**src/rtl/d_color_pkg.sv**
```systemverilog
// -----------------------------------------------------------------------------
// d_color_pkg
// Shared definitions for the pixel colour path (d_hsv2rgb / d_rgb2hsv).
//   - Hue encoding: six BIN_W-wide bins, red at 0, green at HUE_G_BASE and
//     blue at HUE_B_BASE. Hue wraps naturally at 256.
//   - Pixel field slicing: RGB and HSV pixels are 24-bit packed structs with
//     the first channel in the top byte.
//   - FSM state and max-channel encodings used by d_rgb2hsv.
// -----------------------------------------------------------------------------
package d_color_pkg;

   localparam int BIN_W      = 43;
   localparam int HUE_G_BASE = 2 * BIN_W;  // 86
   localparam int HUE_B_BASE = 4 * BIN_W;  // 172
   localparam int DIV_W      = 16;

   // {R[23:16], G[15:8], B[7:0]}
   typedef struct packed {
      logic [7:0] r;
      logic [7:0] g;
      logic [7:0] b;
   } rgbT;

   // {H[23:16], S[15:8], V[7:0]}
   typedef struct packed {
      logic [7:0] h;
      logic [7:0] s;
      logic [7:0] v;
   } hsvT;

   typedef enum logic [1:0] {
      IDLE = 2'd0,
      PREP = 2'd1,
      DIV  = 2'd2,
      DONE = 2'd3
   } stateT;

   typedef enum logic [1:0] {
      MAX_R = 2'd0,
      MAX_G = 2'd1,
      MAX_B = 2'd2
   } maxSelT;

endpackage : d_color_pkg

```
**src/rtl/d_divider_seq.sv**
```systemverilog
// -----------------------------------------------------------------------------
// d_divider_seq
// Unsigned restoring divider, one quotient bit per clock, DIV_W iterations.
// Operands are captured on start; done pulses for one cycle once the last
// iteration has been written, and quotient is valid from then until the
// next start. Quotients wider than 8 bits saturate to 255 (this includes
// divide-by-zero, which produces an all-ones quotient).
//
// Ports:
//   clk, rst_n       clock, asynchronous active-low reset
//   start            load operands and begin a division
//   dividend[15:0]   unsigned dividend
//   divisor[7:0]     unsigned divisor
//   busy             iterations in progress
//   done             one-cycle pulse after the final iteration
//   quotient[7:0]    saturated floor(dividend / divisor)
// -----------------------------------------------------------------------------
module d_divider_seq
   import d_color_pkg::*;
(
   input  logic        clk,
   input  logic        rst_n,
   input  logic        start,
   input  logic [15:0] dividend,
   input  logic [7:0]  divisor,
   output logic        busy,
   output logic        done,
   output logic [7:0]  quotient
);

   localparam int CNT_W = $clog2(DIV_W + 1);

   // quo starts as the dividend and is shifted left one bit per iteration;
   // quotient bits enter at the bottom as dividend bits leave the top.
   logic [DIV_W-1:0] quo;
   logic [7:0]       rem;
   logic [7:0]       dvsr;
   logic [CNT_W-1:0] cnt;
   logic [8:0]       remShift;
   logic [8:0]       remDiff;
   logic             fits;

   // remShift is 9 bits because the shifted remainder can reach 2*dvsr-1.
   always_comb begin
      remShift = {rem, quo[DIV_W-1]};
      remDiff  = remShift - {1'b0, dvsr};
      fits     = (remShift >= {1'b0, dvsr});
   end

   // NOTE: state registers are written with non-blocking assignments so every
   // flop samples pre-edge values, independent of statement order.
   always_ff @(posedge clk or negedge rst_n) begin
      if (!rst_n) begin
         quo  <= '0;
         rem  <= '0;
         dvsr <= '0;
         cnt  <= '0;
         busy <= 1'b0;
         done <= 1'b0;
      end else begin
         done <= 1'b0;
         if (start) begin
            quo  <= dividend;
            rem  <= '0;
            dvsr <= divisor;
            cnt  <= CNT_W'(DIV_W);
            busy <= 1'b1;
         end else if (busy) begin
            // When the trial subtraction fails, remShift < dvsr <= 255, so
            // its top bit is zero and dropping it is lossless.
            rem  <= fits ? remDiff[7:0] : remShift[7:0];
            quo  <= {quo[DIV_W-2:0], fits};
            cnt  <= cnt - CNT_W'(1);
            if (cnt == CNT_W'(1)) begin
               busy <= 1'b0;
               done <= 1'b1;
            end
         end
      end
   end

   assign quotient = (|quo[DIV_W-1:8]) ? 8'hFF : quo[7:0];

endmodule : d_divider_seq

```
**src/rtl/d_rgb2hsv.sv**
```systemverilog
// -----------------------------------------------------------------------------
// d_rgb2hsv
// Converts one 24-bit RGB pixel to packed 8-bit HSV through a valid/ready
// handshake. Sequence: IDLE (accept) -> PREP (max/min, operands) -> DIV
// (two lockstep sequential dividers for S and H) -> DONE (hold result).
// Output appears 18 cycles after the acceptance edge; no overlap between
// pixels.
//
// Ports:
//   clk, rst_n   clock, asynchronous active-low reset
//   in_valid     tRGB is valid
//   in_ready     block can accept a pixel (high only in IDLE)
//   tRGB[23:0]   {R,G,B}
//   out_valid    tHSV is valid (high only in DONE)
//   out_ready    downstream accepts tHSV
//   tHSV[23:0]   {H,S,V}
// -----------------------------------------------------------------------------
module d_rgb2hsv
   import d_color_pkg::*;
(
   input  logic        clk,
   input  logic        rst_n,
   input  logic        in_valid,
   output logic        in_ready,
   input  logic [23:0] tRGB,
   output logic        out_valid,
   input  logic        out_ready,
   output logic [23:0] tHSV
);

   stateT       state;
   stateT       nextState;
   rgbT         pix;
   hsvT         hsvReg;

   maxSelT      maxSel;
   logic [7:0]  maxVal;
   logic [7:0]  minVal;
   logic [7:0]  delta;
   logic signed [8:0] hueNum;
   logic [7:0]  hueAbs;
   logic [7:0]  hueBase;
   logic [15:0] sDividend;
   logic [15:0] hDividend;

   logic        startDiv;
   logic        sBusy, sDone, hBusy, hDone;
   logic [7:0]  sQuot, hQuot;
   logic        divFinished;
   logic [7:0]  hueFinal;
   logic [7:0]  satFinal;

   // The latched pixel stays stable until the next acceptance, so the
   // operand logic below is valid in PREP and still valid when the
   // quotients are folded into the result at the end of DIV.
   always_comb begin
      // NOTE: every signal gets a default before any branch so no path leaves
      // it unassigned, which would otherwise infer a latch.
      maxSel  = MAX_R;
      maxVal  = pix.r;
      minVal  = pix.r;
      hueNum  = '0;
      hueBase = 8'd0;

      // Tie priority R > G > B for the max channel.
      if (pix.r >= pix.g && pix.r >= pix.b) begin
         maxSel = MAX_R;
         maxVal = pix.r;
      end else if (pix.g >= pix.b) begin
         maxSel = MAX_G;
         maxVal = pix.g;
      end else begin
         maxSel = MAX_B;
         maxVal = pix.b;
      end

      if (pix.g < minVal) minVal = pix.g;
      if (pix.b < minVal) minVal = pix.b;

      case (maxSel)
         MAX_R: begin
            hueNum  = $signed({1'b0, pix.g}) - $signed({1'b0, pix.b});
            hueBase = 8'd0;
         end
         MAX_G: begin
            hueNum  = $signed({1'b0, pix.b}) - $signed({1'b0, pix.r});
            hueBase = 8'(HUE_G_BASE);
         end
         MAX_B: begin
            hueNum  = $signed({1'b0, pix.r}) - $signed({1'b0, pix.g});
            hueBase = 8'(HUE_B_BASE);
         end
         default: begin
            hueNum  = '0;
            hueBase = 8'd0;
         end
      endcase
   end

   always_comb begin
      delta     = maxVal - minVal;
      // |hueNum| <= 255, so the magnitude fits in 8 bits.
      hueAbs    = hueNum[8] ? 8'(-hueNum) : hueNum[7:0];
      sDividend = 16'(delta) * 16'd255;
      hDividend = 16'(hueAbs) * 16'(BIN_W);
   end

   assign startDiv = (state == PREP);

   d_divider_seq uSatDiv (
      .clk      (clk),
      .rst_n    (rst_n),
      .start    (startDiv),
      .dividend (sDividend),
      .divisor  (maxVal),
      .busy     (sBusy),
      .done     (sDone),
      .quotient (sQuot)
   );

   d_divider_seq uHueDiv (
      .clk      (clk),
      .rst_n    (rst_n),
      .start    (startDiv),
      .dividend (hDividend),
      .divisor  (delta),
      .busy     (hBusy),
      .done     (hDone),
      .quotient (hQuot)
   );

   assign divFinished = sDone && hDone && !sBusy && !hBusy;

   // Zero max / zero delta bypass the (meaningless) divider results. The
   // hue add/subtract wraps mod 256 by plain 8-bit truncation.
   always_comb begin
      satFinal = (maxVal == 8'd0) ? 8'd0 : sQuot;
      if (delta == 8'd0)
         hueFinal = 8'd0;
      else if (hueNum[8])
         hueFinal = hueBase - hQuot;
      else
         hueFinal = hueBase + hQuot;
   end

   always_comb begin
      nextState = state;
      case (state)
         IDLE: if (in_valid) nextState = PREP;
         PREP: nextState = DIV;
         DIV:  if (divFinished) nextState = DONE;
         DONE: if (out_ready) nextState = IDLE;
      endcase
   end

   always_ff @(posedge clk or negedge rst_n) begin
      if (!rst_n) begin
         state  <= IDLE;
         pix    <= '0;
         hsvReg <= '0;
      end else begin
         state <= nextState;
         if (state == IDLE && in_valid)
            pix <= rgbT'(tRGB);
         if (state == DIV && divFinished)
            hsvReg <= '{h: hueFinal, s: satFinal, v: maxVal};
      end
   end

   assign in_ready  = (state == IDLE);
   assign out_valid = (state == DONE);
   assign tHSV      = hsvReg;

endmodule : d_rgb2hsv

```
**config.mk**
```make
export PLATFORM = sky130hd
export DESIGN_NAME = d_rgb2hsv
export DESIGN_NICKNAME = d
export VERILOG_FILES = /design/src/rtl/d_color_pkg.sv /design/src/rtl/d_divider_seq.sv /design/src/rtl/d_rgb2hsv.sv
export SDC_FILE = /design/constraint.sdc
export NUM_CORES = 1
export LEC_CHECK = 0
export CORE_MARGIN = 1.5
export CORE_UTILIZATION = 50
export CTS_CLUSTER_DIAMETER = 100
export CTS_CLUSTER_SIZE = 28
export DETAILED_ROUTE_END_ITERATION = 8
export GPL_TIMING_DRIVEN = 0
export PLACE_DENSITY_LB_ADDON = 0.08
export RECOVER_POWER = 50
export SYNTH_ARGS = -nofsm -noshare
export SYNTH_HDL_FRONTEND = slang
export SYNTH_SLANG_ARGS = --single-unit
```
**constraint.sdc**
```tcl
create_clock -name clk -period 10.1 [get_ports clk]
set_input_delay 2.02 -clock clk [delete_from_list [all_inputs] [get_ports clk]]
set_output_delay 2.02 -clock clk [all_outputs]
set_load 0.01 [all_outputs]
```
==> summary.md <==
| Metric | Value |
|---|---|
| Largest stage delay, worst path | `0.55 ns` |
| Mapped Area | `0.0114 mm2` |
| Synth-to-Final Area Change | `13.1%` |
| Post-synth EDFFs | `0` |
| Slowest stage cell, crit path | `fa_1` |
| TritonCTS Buffers | `17` |
| Footprint of the multi-input gates | `roughly 0.0074 mm2` |
| Worst clock skew | `0.0109 ns` |
| Die H | `154 um` |
| Setup Viol. Count Final | `0` |
| Total grt overflow | `0` |
| Max-Slew Margin vs Limit | `-212%` |
| Antenna-violating nets left | `0` |
| Hold Crit Class | `reg2reg` |
| Yosys warning count | `0` |
| Vias in the first global route | `around 9.0k` |
| Top cells by area, synth | `dfrtp_1, ha_1, fa_1, inv_1, xnor2_1` |
| H-tree levels | `4` |
| Final hold violations | `0` |
| Worst-margin pin slew | `4.68 ns` |
| Initial DRT Pass Iterations | `5` |
| Share of cells above drive strength 1 | `under 10%` |
| Die width | `154 um` |
| Synth top area share | `between 20 and 30%` |
| Max Freq | `106 MHz` |
| Total number of vias | `roughly 9.0k` |
| Reg2reg setup slack | `0.64 ns` |
| Mapped Avg Cell Area | `~9 um2` |
| CP Class | `reg2reg` |
| Sequential-to-total area share from yosys stat | `28.2%` |
| Number of max-cap violations | `2` |
| Hold buffers post-CTS | `0` |
| Antenna violations before repair | `0` |
| WP data required | `10.37 ns` |
| Crit. End Element | `register` |
| WL/cell | `16.8 um` |
| Cells after synthesis | `~1.3k` |
| Initial DRC count | `455` |
| WL final | `27400 um` |
| Asr flop ratio synth | `100%` |
| Clock Latency Late Sink | `0.42 ns` |
| Crit share post-route | `between 90% and 100%` |
| Primary FF master, synth | `dfrtp_1` |
| CTS tree | `yes` |
| Clk slew on worst S/H paths | `approximately 0.060 ns` |
| Site Rows | `54` |
| HPWL after detailed placement | `~22000 um` |
| Worst-path fanout max | `10` |
| First-pass GRT wire length | `45900 um` |
| Critical Path AT | `9.73 ns` |
| Post-synthesis cell type with the largest combined area | `dfrtp_1` |
| Initial core utilization | `51.6%` |
| Layout Nets | `1549` |
| Count of filler cells inserted in the layout | `2013` |
| Final period demand of the worst path | `9.46 ns` |
| I/O pins | `54` |
| Sequential cell area | `roughly 0.0032 mm2` |
| GR Util All Layers | `24.5%` |
| Slew Limit Fails | `131` |
| Clk buf depth | `2` |
| PortBufs | `53` |
| Status | `finished, violations left` |
| Net Count, Synth | `1475` |
| Setup total negative slack | `0 ns` |
| FF+latch count, synth | `around 130` |
| Largest net degree at the start of global routing | `90` |
| Core ar. | `0.0220 mm2` |
| RePlAce Congestion | `0.895` |
| Startpoint Class | `register` |
| Die area | `about 0.024 mm2` |
| Residual DRC | `0` |
| RSZ-0062 raised after global routing | `false` |
| Unique cell type count in the Yosys netlist | `63` |
| Most frequent CP cell | `a21oi_1` |
| Failing checks | `capacitance limit, slew limit` |
| Antenna Cells | `0` |
| Vias per cell | `5.53` |
| Root Buffer | `clkbuf_16` |
| Clk sinks | `128` |
==> per-stage QoR <==
stage | hold slack, ns | worst slack [ns] | instance area, um2 | std cells | util, %
6_report | 0.503 | 0.639 | 12900 | 1630 | 58.4
5_1_grt | 0.514 | 0.0168 | 12900 | 1630 | 58.4
4_1_cts | 0.509 | 0.182 | 12800 | 1629 | 58.3
3_5_place_dp | 0.496 | 0.0281 | 12300 | 1597 | 55.7
3_3_place_gp | 0.488 | 0.167 | 12200 | 1596 | 55.6
2_1_floorplan | 0.486 | 1.47 | 11400 | 1263 | -
==> registers in the layout, summed over array words and instances, names as in the netlist <==
signal	count
pix	24
tHSV	24
uHueDiv.quo	16
uSatDiv.quo	16
uHueDiv.dvsr	8
uHueDiv.rem	8
uSatDiv.dvsr	8
uSatDiv.rem	8
uHueDiv.cnt	5
uSatDiv.cnt	5
state	2
uHueDiv.busy	1
uHueDiv.done	1
uSatDiv.busy	1
uSatDiv.done	1
==> cell type report <==
type	count	share of cell area, %
Multi-Input combinational cell	940	58.0
Sequential cell	128	24.9
Inverter	159	4.64
Timing Repair Buffer	55	4.17
Clock buffer	21	3.58
Tap cell	280	2.73
Buffer	36	1.16
Clock inverter	11	0.827
==> layer usage <==
metal,wire length [um],global-route usage [%]
met5,0,0
met4,494,6.70
met3,990,4.20
met2,13100,41.9
met1,12800,32.0
==> layout by cell type, fill, tap and decap left out, drive strengths merged, types with 7 or more instances in the layout <==
cell	synthesis	layout
inv	159	161
ha	148	148
dfrtp	128	128
nand2	102	102
nor2	88	88
o21ai	88	88
a21oi	79	79
xnor2	53	53
clkdlybuf4s50	0	52
clkbuf	27	50
mux2i	39	39
fa	36	36
mux2	34	34
a21o	26	26
xor2	26	26
a211oi	25	25
nor2b	18	18
nor3	18	18
a22o	16	16
a31oi	14	14
nand2b	13	13
o21a	11	11
or2	11	11
nand4	10	10
buf	9	10
nor4	9	9
o31a	8	8
o21bai	7	7
nand3	7	7
==> synthesized netlist by cell type, types with 4 or more instances <==
cell,count
nand3_1,7
or3_1,5
mux2_2,34
a22o_1,16
nor3_1,18
a211oi_1,24
or2_2,11
a31oi_1,14
o21ai_0,85
inv_1,158
nor4b_1,4
fa_1,36
dfrtp_1,128
nand2_1,102
o21a_1,11
and3_1,4
clkbuf_1,27
nor2_1,87
xnor2_1,51
nand4_1,10
buf_2,4
xor2_1,26
buf_1,4
mux2i_1,39
a21oi_1,77
ha_1,148
o21bai_1,7
nand2b_1,13
o211ai_1,5
o31a_1,8
nor4_1,9
a21o_1,26
nor2b_1,18
a211o_1,5
==> path summary, 6_finish.rpt <==
kind | startpoint | end | cells past startpoint
worst max register to register | pix[9] | uSatDiv.quo[15] | 41
worst min-delay path | tHSV[10] | tHSV[10] | 1
max in group asynchronous | rst_n | uHueDiv.quo[10] | 2
worst min register to register | tHSV[10] | tHSV[10] | 1
min in group asynchronous | rst_n | uSatDiv.rem[5] | 1
worst max-delay path | pix[9] | uSatDiv.quo[15] | 41
==> cells by family (layout without fill, tap and decap cells) <==
group,after synthesis,after routing,synth area share (%)
AOI/OAI and AO/OA,305,305,17.3
and+or+nand+nor,299,299,12.2
buffers and inverters,195,282,6.55
adders and majority gates,184,184,22.6
DFF,128,128,28.2
xor gates and xnor gates,79,79,6.22
muxes,73,73,6.81
==> worst max-delay path, delay by kind of cell, from the launching register on <==
kind / cells / cell delay (ns)
buffers and inverters: 7 / 0.91
multiplexers: 1 / 0.09
XOR/XNOR: 3 / 0.59
AO/OA/AOI/OAI: 15 / 3.14
AND/OR/NAND/NOR: 6 / 0.67
adder cells (fa/ha/maj): 9 / 3.43
flip-flops: 1 / 0.43
==> timing repair <==
item                       4_1_cts  5_1_grt
setup buffers                    0        1
setup endpoints to repair        1        7
cloned                           0        0
hold endpoints to repair         0        0
pin swaps                        0        1
gates resized for setup          1        9
Power is left out: the tool's default activity adds up to more than one toggle a clock period on the data nets, which glitch-free logic cannot reach.
